### config.mk
export PLATFORM = sky130hd
export DESIGN_NAME = lc3b_fetch_stage_flat
export DESIGN_NICKNAME = d
export VERILOG_FILES = /design/src/rtl/lc3b_fetch_stage_if.sv /design/src/rtl/lc3b_fetch_stage.sv /design/src/flat_wrapper.sv
export SDC_FILE = /design/constraint.sdc
export NUM_CORES = 1
export LEC_CHECK = 0
export ABC_CLOCK_PERIOD_IN_PS = 2200
export CAP_MARGIN = 10
export CORE_MARGIN = 2
export CORE_UTILIZATION = 49
export CTS_BUF_LIST = sky130_fd_sc_hd__clkbuf_2
export DETAILED_ROUTE_END_ITERATION = 12
export GPL_TIMING_DRIVEN = 0
export PLACE_DENSITY = 0.83
export SYNTH_ARGS = -nofsm -noshare
export SYNTH_HDL_FRONTEND = slang
export SYNTH_SLANG_ARGS = --single-unit
### constraint.sdc
create_clock -name clk -period 2.2 [get_ports clk]
set_input_delay 0.22 -clock clk [delete_from_list [all_inputs] [get_ports clk]]
set_output_delay 0.22 -clock clk [all_outputs]
set_load 0.03 [all_outputs]
### src/rtl/lc3b_fetch_stage_if.sv
// Instruction memory read/resp bus between the fetch stage and instruction memory.
interface lc3b_fetch_stage_if;
   logic        imem_read;
   logic [15:0] imem_address;
   logic [15:0] imem_rdata;
   logic        imem_resp;

   modport master (
      output imem_read,
      output imem_address,
      input  imem_rdata,
      input  imem_resp
   );

   modport slave (
      input  imem_read,
      input  imem_address,
      output imem_rdata,
      output imem_resp
   );
endinterface

### src/rtl/lc3b_fetch_stage.sv
// LC-3b fetch stage: owns the PC, issues one instruction read at a time, holds the
// fetched instruction for decode and squashes wrong-path fetches on redirect.
module lc3b_fetch_stage #(
   parameter logic [15:0] RESET_PC = 16'h0000
) (
   input  logic                       clk,
   input  logic                       rst_n,
   lc3b_fetch_stage_if.master         imem,
   input  logic                       stall,
   input  logic                       redirect,
   input  logic [15:0]                redirect_pc,
   output logic                       if_valid,
   output logic [15:0]                if_ir,
   output logic [15:0]                if_pc,
   output logic [15:0]                if_pc_plus2,
   output logic [3:0]                 if_opcode
);

   typedef enum logic [1:0] {StStart, StFetch, StDiscard, StHold} state_e;

   state_e      state_q, state_d;
   logic [15:0] pc_q, pc_d;
   logic [15:0] pending_pc_q, pending_pc_d;
   logic [15:0] if_ir_q, if_ir_d;
   logic [15:0] if_pc_q, if_pc_d;
   logic        if_valid_q, if_valid_d;
   logic        read;

   // State and datapath registers; reset clears everything immediately.
   always_ff @(posedge clk or negedge rst_n) begin
      if (!rst_n) begin
         state_q      <= StStart;
         pc_q         <= RESET_PC;
         pending_pc_q <= RESET_PC;
         if_ir_q      <= 16'h0000;
         if_pc_q      <= 16'h0000;
         if_valid_q   <= 1'b0;
      end else begin
         state_q      <= state_d;
         pc_q         <= pc_d;
         pending_pc_q <= pending_pc_d;
         if_ir_q      <= if_ir_d;
         if_pc_q      <= if_pc_d;
         if_valid_q   <= if_valid_d;
      end
   end

   // Next-state and read-request logic.
   always_comb begin
      state_d      = state_q;
      pc_d         = pc_q;
      pending_pc_d = pending_pc_q;
      if_ir_d      = if_ir_q;
      if_pc_d      = if_pc_q;
      if_valid_d   = if_valid_q;
      read         = 1'b0;
      unique case (state_q)
         StStart: begin
            state_d = StFetch;
         end
         StFetch: begin
            read = 1'b1;
            if (imem.imem_resp) begin
               if (redirect) begin
                  // Wrong-path data: drop it and refetch at the target.
                  pc_d = redirect_pc;
               end else begin
                  if_ir_d    = imem.imem_rdata;
                  if_pc_d    = pc_q;
                  if_valid_d = 1'b1;
                  pc_d       = pc_q + 16'd2;
                  state_d    = StHold;
               end
            end else if (redirect) begin
               // Address must stay stable until resp, so park the target.
               pending_pc_d = redirect_pc;
               state_d      = StDiscard;
            end
         end
         StDiscard: begin
            read = 1'b1;
            if (redirect) begin
               pending_pc_d = redirect_pc;
            end
            if (imem.imem_resp) begin
               pc_d    = redirect ? redirect_pc : pending_pc_q;
               state_d = StFetch;
            end
         end
         StHold: begin
            if (redirect) begin
               if_valid_d = 1'b0;
               pc_d       = redirect_pc;
               state_d    = StFetch;
            end else if (!stall) begin
               if_valid_d = 1'b0;
               state_d    = StFetch;
            end
         end
         default: begin
            state_d = StStart;
         end
      endcase
   end

   assign imem.imem_read    = read;
   assign imem.imem_address = pc_q;
   assign if_valid          = if_valid_q;
   assign if_ir             = if_ir_q;
   assign if_pc             = if_pc_q;
   assign if_pc_plus2       = if_pc_q + 16'd2;
   assign if_opcode         = if_ir_q[15:12];

endmodule

### src/flat_wrapper.sv
// flat-port wrapper written by rule: the top's interface ports become plain ports
module lc3b_fetch_stage_flat 
#(
   parameter logic [15:0] RESET_PC = 16'h0000
)
  (clk, rst_n, stall, redirect, redirect_pc, if_valid, if_ir, if_pc, if_pc_plus2, if_opcode, imem_imem_read, imem_imem_address, imem_imem_rdata, imem_imem_resp);
  lc3b_fetch_stage_if imem_i ();
  input  logic clk;
  input  logic rst_n;
  input  logic stall;
  input  logic redirect;
  input  logic [15:0] redirect_pc;
  output logic if_valid;
  output logic [15:0] if_ir;
  output logic [15:0] if_pc;
  output logic [15:0] if_pc_plus2;
  output logic [3:0] if_opcode;
  output wire logic [$bits(imem_i.imem_read)-1:0] imem_imem_read;
  output wire logic [$bits(imem_i.imem_address)-1:0] imem_imem_address;
  input wire logic [$bits(imem_i.imem_rdata)-1:0] imem_imem_rdata;
  input wire logic [$bits(imem_i.imem_resp)-1:0] imem_imem_resp;
  assign imem_imem_read = imem_i.imem_read;
  assign imem_imem_address = imem_i.imem_address;
  assign imem_i.imem_rdata = imem_imem_rdata;
  assign imem_i.imem_resp = imem_imem_resp;
  lc3b_fetch_stage #(.RESET_PC(RESET_PC)) u_core (.clk(clk), .rst_n(rst_n), .imem(imem_i), .stall(stall), .redirect(redirect), .redirect_pc(redirect_pc), .if_valid(if_valid), .if_ir(if_ir), .if_pc(if_pc), .if_pc_plus2(if_pc_plus2), .if_opcode(if_opcode));
endmodule
Word-level counts from Yosys, hierarchy flattened
Cells that the tools add are included.
{"block": "totals", "ff_bits": 67, "in_bits": 37, "out_inout_bits": 70, "wordCells": 51}
{"block": "classes", "addsub": 2, "n_eq_ne": 11, "muxes": 21, "bitwise": 1, "reduce_logical": 10}
{"operator": "$mux W16", "n": 6}
{"operator": "$pmux W16 S3", "n": 1}
{"operator": "$add A16 B2 Y16 const B", "n": 2}
{"operator": "$pmux W16 S2", "n": 1}
{"operator": "$mux W2", "n": 6}
{"operator": "$reduce_and A4 Y1", "n": 3}
{"operator": "$ne A2 B2 Y1 const B", "n": 5}
{"operator": "$ne A3 B3 Y1 const B", "n": 3}
{"operator": "$pmux W2 S4", "n": 1}
{"operator": "$mux W1", "n": 5}
{"operator": "$eq A2 B2 Y1 const B", "n": 2}
{"operator": "$reduce_bool A2 Y1", "n": 2}
{"operator": "$reduce_and A3 Y1", "n": 1}
{"operator": "$reduce_bool A3 Y1", "n": 1}
{"operator": "$eq A2 B1 Y1 const B", "n": 1}
{"operator": "$logic_not A2 Y1", "n": 1}
{"operator": "$pmux W1 S2", "n": 1}
{"operator": "$reduce_and A2 Y1", "n": 1}
{"operator": "$reduce_or A2 Y1", "n": 1}
{"operator": "$not A1 Y1", "n": 1}

Longest topological paths before layout
Gate-level depths: netlist (run 1).
{"block": "logic_depth", "ltp_word": 4, "mapped_depth": 9}

Worst setup path before layout (run 1)
OpenSTA, ideal clock, no wires.
{"block": "synth_timing", "kind": "flip-flop to output port", "startpoint": "register u_core.if_pc_q[1] (netlist: u_core.if_pc[1])", "endpoint": "output port if_pc_plus2[11]", "t_arrival_ns": 1.941, "required_ns": 1.980, "slack_ns": 0.039, "path_stages_with_launch": 6, "n_path_buf": 0, "cell_sequence": "dfrtp_1 -> ha_1 -> inv_1 -> nor3_1 -> nand3_1 -> xnor2_1"}
{"block": "synth_via", "elab_chain_len": 1}
{"element": "start, declared", "line": "lc3b_fetch_stage.sv:25", "rtl": "logic [15:0] if_pc_q, if_pc_d;"}
{"element": "start signal, assigned", "line": "lc3b_fetch_stage.sv:43", "rtl": "if_pc_q <= if_pc_d;"}
{"element": "$add A16 B2 Y16", "line": "lc3b_fetch_stage.sv:111", "rtl": "assign if_pc_plus2 = if_pc_q + 16'd2;"}
{"element": "end, declared", "line": "flat_wrapper.sv:16", "rtl": "output logic [15:0] if_pc_plus2;"}
No other way between the ends.

Final worst setup path (run 1)
{"block": "layout_timing", "startpoint": "register u_core.if_pc_q[1] (netlist: u_core.if_pc[1])", "endpoint": "output port if_pc_plus2[13]"}
The elaborated chain is that of the path after synthesis.

==> results.yml, run 1 <==
outcome:
  failed_checks: "negative setup slack"
  outcome: "complete, but fails checks"
min_path:
  hold_path_end: "u_core.if_ir[5]$_DFFE_PN0P_"
  hold_depth: 2
  hp-class: "primary input to flop"
  min_from: "imem_imem_rdata[5]"
floorplan:
  die_w_um: 89.8
  die_y_um: 89.8
  dieArea_um2: 8060
  core-area_um2: 7180
  start_util_pct: 50.3
  fp-row-count: 31
  io_pins: 107
critical_path:
  crit_path_cell_trace: "ha_4 > inv_1 > nor3_4 > nand3_2 > xnor2_2 > buf_6"
  critPathCaptureType: "output pin"
  cp.required_ns: 1.98
  critPathMaxFanout: 4
  critical_path_class: "flop to output pin"
  reg2reg_to: "u_core.pending_pc_q[13]$_DFFE_PN0P_"
  r2r_setup_slack_ns: 0.15
  cp-start-kind: "flop"
  startpoint: "u_core.if_pc[1]$_DFFE_PN0P_"
  worstPathArrival_ns: 2.02
  r2r_cells: 7
  regToRegStartpoint: "u_core.state_q[0]$_DFFE_PN0P_"
  cp_slowest_stage_delay_ns: 0.46
  worst_path_max_delay_cell: "dfrtp_2"
placement:
  place_inst: 535
  io_buffers: 106
  place_hpwl_um: 6530
  routabilityCongestion: 0.906
timing:
  fin_crit_ns: 2.24
  post-route-period-util_pct: 102
  whs_ns: 0.281
  fin_skew_ns: 0.0459
  relSlewSlack_pct: 43.3
  rsz0062_at_grt: "yes"
  hold_viol: 0
  fmax_mhz: 447
  setup_viol: 2
  layout_setup_ws_ns: -0.0361
  tightest_slew_ns: 0.850
  drv_slew: 0
  fin_tns_setup_ns: -0.0721
global_routing:
  gr-total-overflow: 0
  grt_use_total_pct: 24.1
  antenna_found_initial: 0
  grt_pass1_wl_um: 15800
  grt_max_degree: 68
  first_global_vias: 3175
synthesis:
  synth_area_per_cell_um2: 10.9
  synth_area_leaders: "dfrtp_1 46%, mux2_2 14%, nand2_1 2.9%"
  seq_area_frac_synth_pct: 46.5
  yosys.area.top_type: "dfrtp_1"
  post_synth_instance_area_um2: 3610
  yosysUniqueCellTypes: 49
  synth_seq_cells: 67
  synth_edf_count: 0
  ys.flop_type: "dfrtp_1"
  synth_top_cell_area_share_pct: 46.5
  ys_warn_count: 0
  syn-num-nets: 373
  syn_inst: 330
  async_flop_share_pct: 100
detailed_routing:
  routed_wl_um: 9900
  drc: 0
  vias: 3184
  antenna_left: 0
  drt_iter0_drc: 307
  avgRoutedWirePerCell_um: 17.4
  drt_pass1_iterations: 5
  via_per_inst: 5.61
clock_network:
  cts_root_buf: "clkbuf_2"
  cts_buffers: 9
  clk_path_buf_depth: 2
  cts.sinks: 67
  insertion_delay_ns: 0.53
  htreeDepth: 3
  clkSlewWorstSetupHoldPaths_ns: 0.24
  cts_tree: "built"
final_layout:
  drive_above_1_share_pct: 28.6
  layout_common_cells: "90 x clkdlybuf4s50_1, 62 x dfrtp_1, 46 x mux2_2"
  post-route-util_pct: 71.4
  fin_nets: 507
  final_common_cell: "clkdlybuf4s50_1"
  antenna_cells: 0
  area_growth_pct: 42.0
  final_cells: 568
power:
  power_density_nw_per_um2: 1680
  ir_drop_uv: 842
  leakage_nw: 2.20
flow_run:
  cap_violations: 0
power by group:
group          internal (mW)  switching [mW]  total (mW)
clock                  0.384           0.496       0.880
sequential              1.85           0.673        2.53
combinational           2.36            2.85        5.21
total                   4.60            4.02        8.62
layer usage:
| metal | vias up | track usage, % | wire (um) |
|---|---|---|---|
| li1 | 1467 | - | - |
| met1 | 1560 | 31.8 | 4160 |
| met2 | 139 | 39.5 | 5000 |
| met3 | 18 | 4.36 | 589 |
| met4 | 0 | 9.62 | 151 |
| met5 | - | 0 | 0 |
worst max-delay path, delay by kind of cell (launching register included):
kind | cells | cell delay, ns
simple gates | 2 | 0.46
fa+ha+maj | 1 | 0.18
flops | 1 | 0.46
buf+inv | 2 | 0.22
xor+xnor | 1 | 0.19
Yosys cell counts, drive strengths merged (2+ instances only):
master	number
dfrtp	67
mux2	46
nand2	28
buf	20
o21ai	20
inv	13
nand3	12
nor2	11
xnor2	11
mux2i	10
nand4	10
a22oi	7
ha	6
nor3	6
xor2	6
a21oi	5
nor4	5
nor2b	4
o211ai	4
a2bb2oi	3
and3	3
and4	3
clkbuf	3
o2bb2ai	3
a211oi	2
a221oi	2
a222oi	2
a22o	2
a31oi	2
o41ai	2
or2	2
cells by family after synthesis:
logic type | count (synthesis) | share of synthesized area [%]
xor gates and xnor gates | 17 | 4.13
DFF | 67 | 46.5
buffers and inverters | 36 | 5.41
adders and majority gates | 6 | 2.08
AOI/OAI and AO/OA | 60 | 11.8
muxes | 56 | 17.1
and+or+nand+nor | 88 | 12.9
registers in the layout, summed over array words and instances, names as in the netlist:
signal / count
u_core.imem.imem_address: 16
u_core.if_ir: 16
u_core.if_pc: 16
u_core.pending_pc_q: 16
u_core.state_q: 2
u_core.if_valid: 1
repair_timing:
item | CTS | global route
setup buffers | 7 | 9
pin swaps | 2 | 8
setup endpoints to repair | 15 | 20
hold endpoints to repair | 67 | 0
resized for setup | 45 | 40
hold buffers | 1 | 0
worst max-delay path by stage:
stage | slack, ns | cells past startpoint | endpoint
after global placement | -1.31 | 1 | u_core.if_pc[0]$_DFFE_PN0P_
final | -0.04 | 6 | if_pc_plus2[13]
after detailed placement | -0.33 | 6 | if_pc_plus2[15]
after floorplan | 0.04 | 5 | if_pc_plus2[11]
after CTS | -0.08 | 5 | if_pc_plus2[11]
after global routing | -0.16 | 5 | if_pc_plus2[11]
stage by stage:
step,instance area (um^2),setup WS (ns),power (mW)
after global routing,5120,-0.165,9.10
after CTS,5000,-0.0758,8.35
after floorplan,3610,0.0386,5.54
final,5120,-0.0361,8.62
after global placement,4790,-1.31,7.33
after detailed placement,4790,-0.330,7.47
area by class of cell:
type,count,area [um^2]
fill,512,2050
multi-input combinational,227,1810
sequential,67,1680
timing repair buffer,123,1170
buffer,23,146
tap,99,124
clock inverter,7,98.8
inverter,13,48.8
clock buffer,9,45.0
Note: power is estimated with default switching activity, not from simulation.
==> run 2: changes to the inputs <==
CELL_PAD_IN_SITES_DETAIL_PLACEMENT = 0   (was unset)
CELL_PAD_IN_SITES_GLOBAL_PLACEMENT = 1   (was unset)
CORE_UTILIZATION = 38   (was 49)
PLACE_DENSITY = unset   (was 0.83)
PLACE_DENSITY_LB_ADDON = 0.1   (was unset)
==> run 2 against run 1 <==
Hold slack gained 0.042 ns. Non-clock buffer count is 2 lower. Count of clock-buffer cells in the layout unchanged. Combinational power is 3% lower. Setup slack gained 0.061 ns. Cell count up 4.9%. Sequential share of layout area is 0.22 points higher. Global-route usage shrank 5.8 points. The flow now finishes without violations. Sequential power about the same. Critical endpoint unchanged. Core utilization is 16 points lower. Highest routed layer unchanged.
==> results.yml, run 2 (synthesis gave the netlist of run 1 again) <==
critical_path:
  worst_path_max_delay_cell: "dfrtp_2"
  reg2reg_to: "u_core.imem.imem_address[13]$_DFFE_PN0P_"
  crit_path_cell_trace: "nand4_1 > nor3_4 > buf_4 > nand3_2 > xnor2_2 > buf_6"
  regToRegStartpoint: "u_core.state_q[0]$_DFFE_PN0P_"
  r2r_setup_slack_ns: 0.13
  critPathCaptureType: "output pin"
  critPathMaxFanout: 5
  cp_slowest_stage_delay_ns: 0.46
  worstPathArrival_ns: 1.95
  cp-start-kind: "flop"
  critical_path_class: "flop to output pin"
  r2r_cells: 8
  cp.required_ns: 1.98
power:
  power_switching_share_pct: 46.8
  ir_drop_uv: 652
  intPower_mw: 4.41
  switchingPower_mw: 3.88
  power_density_nw_per_um2: 1620
  power_frac_clock_pct: 8.8
  seqPwrFrac_pct: 30.5
  leakage_nw: 2.15
  combPwrFrac_pct: 60.7
  power.total_mw: 8.28
flow_run:
  cap_violations: 0
global_routing:
  grt_pass1_wl_um: 14600
  grt_use_total_pct: 18.2
  gr-total-overflow: 0
  grt_max_degree: 68
  antenna_found_initial: 0
  first_global_vias: 2917
placement:
  place_inst: 565
  routabilityCongestion: 0.907
  io_buffers: 106
  place_hpwl_um: 6800
floorplan:
  dieArea_um2: 10300
  die_y_um: 101
  core-area_um2: 9240
  start_util_pct: 39.0
  die_w_um: 101
  fp-row-count: 35
  io_pins: 107
timing:
  fin_skew_ns: 0.0297
  tightest_slew_ns: 0.867
  fin_crit_ns: 2.17
  post-route-period-util_pct: 98.9
  relSlewSlack_pct: 42.2
  hold_viol: 0
  drv_slew: 0
  fmax_mhz: 460
  rsz0062_at_grt: "yes"
  fin_tns_setup_ns: 0
  setup_viol: 0
clock_network:
  insertion_delay_ns: 0.49
  cts_tree: "built"
  cts_root_buf: "clkbuf_2"
  htreeDepth: 3
  cts.sinks: 67
  clkSlewWorstSetupHoldPaths_ns: 0.21
  clk_path_buf_depth: 2
  cts_buffers: 9
final_layout:
  drive_above_1_share_pct: 27.6
  num-fill-cells: 887
  final_common_cell: "clkdlybuf4s50_1"
  fin_nets: 505
  area_growth_pct: 41.4
  final_cells: 596
  antenna_cells: 0
  layout_common_cells: "90 x clkdlybuf4s50_1, 59 x dfrtp_1, 46 x mux2_2"
  post-route-util_pct: 55.2
detailed_routing:
  vias: 3042
  avgRoutedWirePerCell_um: 15.5
  drt_iter0_drc: 122
  drc: 0
  antenna_left: 0
  routed_wl_um: 9240
  drt_pass1_iterations: 4
  via_per_inst: 5.10
min_path:
  hold_depth: 2
  hold_path_end: "u_core.if_ir[1]$_DFFE_PN0P_"
  hp-class: "primary input to flop"
  min_from: "imem_imem_rdata[1]"
outcome:
  outcome: "complete, no violations"
[run 2: cell types whose count changed in the layout (fill, tap and decap cells not counted), moves of 2 or more]
cell	change
dfrtp_1	-3
dfrtp_2	+3
xnor2_2	-2
xnor2_1	+2
dlygate4sd2_1	+2
buf_4	-4
clkdlybuf4s15_2	+2
[run 2: worst max-delay path: cells and delay by family, from the launching register on]
family,cells,cell delay [ns]
AND/OR/NAND/NOR,3,0.56
flip-flops,1,0.46
buffers and inverters,2,0.30
XOR/XNOR,1,0.14
[run 2: worst max path at each step]
stage,from,end,slack (ns),cells after the start
finish,u_core.if_pc[5]$_DFFE_PN0P_,if_pc_plus2[13],0.03,6
global route,u_core.if_pc[4]$_DFFE_PN0P_,if_pc_plus2[12],-0.13,5
CTS,u_core.if_pc[5]$_DFFE_PN0P_,if_pc_plus2[13],-0.09,6
detailed placement,u_core.if_pc[1]$_DFFE_PN0P_,if_pc_plus2[11],-0.29,6
global placement,rst_n,u_core.if_ir[14]$_DFFE_PN0P_,-1.45,1
floorplan,u_core.if_pc[1]$_DFFE_PN0P_,if_pc_plus2[11],0.04,5
[run 2: per-layer routing]
metal / GRT usage, % / share of wire [%] / wire [um] / up-vias
li1: - / - / - / 1459
met1: 24.9 / 47 / 4350 / 1492
met2: 29.3 / 47 / 4360 / 87
met3: 3.11 / 5.2 / 478 / 4
met4: 6.65 / 0.53 / 49 / 0
met5: 0 / 0 / 0 / -
[run 2: through the flow]
stage	hold slack (ns)	setup slack [ns]	area, um^2
after floorplan	-0.0756	0.0386	3610
after global placement	0.488	-1.45	4830
after detailed placement	0.396	-0.289	4830
after CTS	0.270	-0.0931	5020
after global routing	0.263	-0.131	5100
final	0.323	0.0251	5100
[run 2: power groups by stage]
stage	sequential (mW)	combinational (mW)	clock, mW
3_3_place_gp	2.53	4.89	0
6_report	2.53	5.03	0.732
5_1_grt	2.62	5.38	0.820
4_1_cts	2.51	5.00	0.756
3_5_place_dp	2.57	4.95	0
2_1_floorplan	3.26	2.28	0
[run 2: area by class of cell]
type                            instances  area, um^2  area share [%]
Inverter                               13        48.8           0.957
Buffer                                 23         146            2.87
Clock inverter                          7        67.6            1.32
Clock buffer                            9        45.0           0.883
Timing Repair Buffer                  121        1160            22.7
Multi-Input combinational cell        227        1790            35.0
Tap cell                              129         161            3.16
Sequential cell                        67        1690            33.1
[run 2: repair_timing]
action,CTS,global route
buffers inserted,8,6
hold endpoints to repair,67,0
resized for setup,46,20
hold buffers,1,0
pin swaps,1,4
setup endpoints to repair,15,14
==> run 3: changes to the inputs <==
ABC_CLOCK_PERIOD_IN_PS = 2600   (was 2200)
CORE_UTILIZATION = 40   (was 38)
clock period = 2.6 ns   (was 2.2 ns; I/O delays follow)
==> run 3 against run 2 <==
Critical path depth down 1. Sequential share of layout area rose by 0.15 points. Cell count is 5.4% lower. Clock skew shrank 0.013 ns. Clock power up 37%. Non-clock buffer count is 11 lower. Die area decreased by 4.8%. Count of clock-buffer cells in the layout unchanged. Setup slack better by 0.16 ns. Core utilization rose by 2.9 points. Total power decreased by 12%. First-iteration DRC count rose by 30%. Critical endpoint is now if_pc_plus2[7]. Largest cell class unchanged.
==> results.yml, run 3 (synthesis gave the netlist of run 1 again) <==
global_routing:
  antenna_found_initial: 0
  grt_use_total_pct: 19.1
  grt_use_met1_pct: 27.0
  grt_pass1_wl_um: 15000
  gr-total-overflow: 0
  gr-usage-met3_pct: 3.55
  first_global_vias: 2925
  grt_max_degree: 68
  globalRouteMet2Util_pct: 29.1
  grt.busiest_layer: "met2"
power:
  power_density_nw_per_um2: 1450
  leakage_nw: 2.13
  ir_drop_uv: 693
timing:
  layout_setup_ws_ns: 0.182
  relSlewSlack_pct: 43.8
  fmax_mhz: 414
  rsz0062_at_grt: "yes"
  drv_slew: 0
  hold_viol: 0
  whs_ns: 0.350
  tightest_slew_ns: 0.843
  fin_crit_ns: 2.42
  fin_skew_ns: 0.0167
  post-route-period-util_pct: 93.0
  setup_viol: 0
detailed_routing:
  via_per_inst: 5.35
  antenna_left: 0
  drt_pass1_iterations: 4
  drt_iter0_drc: 159
  vias: 3018
  drc: 0
  routed_wl_um: 9230
  avgRoutedWirePerCell_um: 16.4
clock_network:
  cts_buffers: 9
  cts.sinks: 67
  insertion_delay_ns: 0.50
  clk_path_buf_depth: 2
  clkSlewWorstSetupHoldPaths_ns: 0.20
  cts_root_buf: "clkbuf_2"
  cts_tree: "built"
  htreeDepth: 3
final_layout:
  area_growth_pct: 40.4
  final_common_cell: "clkdlybuf4s50_1"
  layout_common_cells: "97 x clkdlybuf4s50_1, 63 x dfrtp_1, 46 x mux2_2"
  fin_nets: 494
  drive_above_1_share_pct: 22.8
  antenna_cells: 0
  num-fill-cells: 797
critical_path:
  worstSetupPathDepth: 5
  cp.required_ns: 2.34
  timing.critical_path.buf_inv: 1
  reg2reg_to: "u_core.pending_pc_q[12]$_DFFE_PN0P_"
  regToRegStartpoint: "u_core.state_q[0]$_DFFE_PN0P_"
  r2r_cells: 7
  critPathCaptureType: "output pin"
  cp_slowest_stage_delay_ns: 0.69
  crit_path_cell_trace: "nand3_1 > nor2_1 > nand2_1 > xnor2_1 > clkdlybuf4s50_1"
  worst_path_max_delay_cell: "clkdlybuf4s50_1"
  critPathMaxFanout: 5
  cp-start-kind: "flop"
  crit_path_end: "if_pc_plus2[7]"
  crit_family: "buffers and inverters"
  r2r_setup_slack_ns: 0.51
  worstPathArrival_ns: 2.16
  startpoint: "u_core.if_pc[5]$_DFFE_PN0P_"
  critical_path_class: "flop to output pin"
outcome:
  outcome: "complete, no violations"
placement:
  io_buffers: 106
  place_hpwl_um: 6680
  place_ws_ns: 0.0935
  routabilityCongestion: 0.814
floorplan:
  io_pins: 107
  die_y_um: 99.0
  dieArea_um2: 9790
  core-area_um2: 8720
  die_w_um: 99.0
  start_util_pct: 41.4
  fp-row-count: 34
flow_run:
  cap_violations: 0
min_path:
  min_from: "imem_imem_rdata[14]"
  hp-class: "primary input to flop"
-- run 3: cell count changes in the layout (fill, tap and decap cells not counted), sizes merged --
cell	change
bufinv	+4
clkinv	-2
buf	-16
dlygate4sd2	-2
clkinvlp	-2
clkdlybuf4s15	+1
clkdlybuf4s50	+7
clkbuf	-1
-- run 3: worst min path at each step --
stage                                    to  cells after the start
2_1_floorplan   u_core.if_ir[0]$_DFFE_PN0P_                      0
3_3_place_gp   u_core.if_ir[11]$_DFFE_PN0P_                      1
3_5_place_dp   u_core.if_ir[12]$_DFFE_PN0P_                      1
4_1_cts        u_core.if_ir[14]$_DFFE_PN0P_                      2
5_1_grt        u_core.if_ir[14]$_DFFE_PN0P_                      2
6_report       u_core.if_ir[14]$_DFFE_PN0P_                      2
-- run 3: report_power, final --
group          total (mW)  internal [mW]  leakage (nW)  switching (mW)
combinational        4.19           1.90          1.21            2.29
clock                1.00          0.608         0.114           0.395
sequential           2.13           1.57         0.797           0.560
total                7.32           4.07          2.13            3.24
-- run 3: through the flow --
step	TNS (ns)	utilization [%]	total power, mW	std cells	area [um^2]
6_report	0	58.1	7.32	564	5060
5_1_grt	-0.0808	58.1	7.77	564	5060
4_1_cts	0	57.6	7.32	561	5030
3_5_place_dp	0	55.1	6.34	544	4800
3_3_place_gp	-73.34	55.1	6.27	544	4800
2_1_floorplan	0	-	4.69	330	3610
-- run 3: layer usage --
| metal | vias up | share of wire, % | wire length [um] |
|---|---|---|---|
| met5 | - | 0 | 0 |
| met1 | 1471 | 46 | 4270 |
| li1 | 1441 | - | - |
| met2 | 92 | 47 | 4320 |
| met3 | 14 | 5.4 | 497 |
| met4 | 0 | 1.5 | 134 |
-- run 3: final cells by class --
cell class	count	area, um^2	share of cell area (%)
multi-input combinational	227	1750	34.6
sequential	67	1680	33.2
timing repair buffer	110	1090	21.6
clock inverter	7	163	3.21
buffer	23	146	2.89
tap	108	135	2.67
inverter	13	48.8	0.964
clock buffer	9	45.0	0.890
-- run 3: what timing repair did --
| action | in CTS | in global routing |
|---|---|---|
| endpoints found under the setup margin | 7 | 9 |
| hold endpoints to repair | 67 | 0 |
| gates resized for setup | 15 | 6 |
| setup buffers | 0 | 3 |
| hold buffers | 1 | 0 |
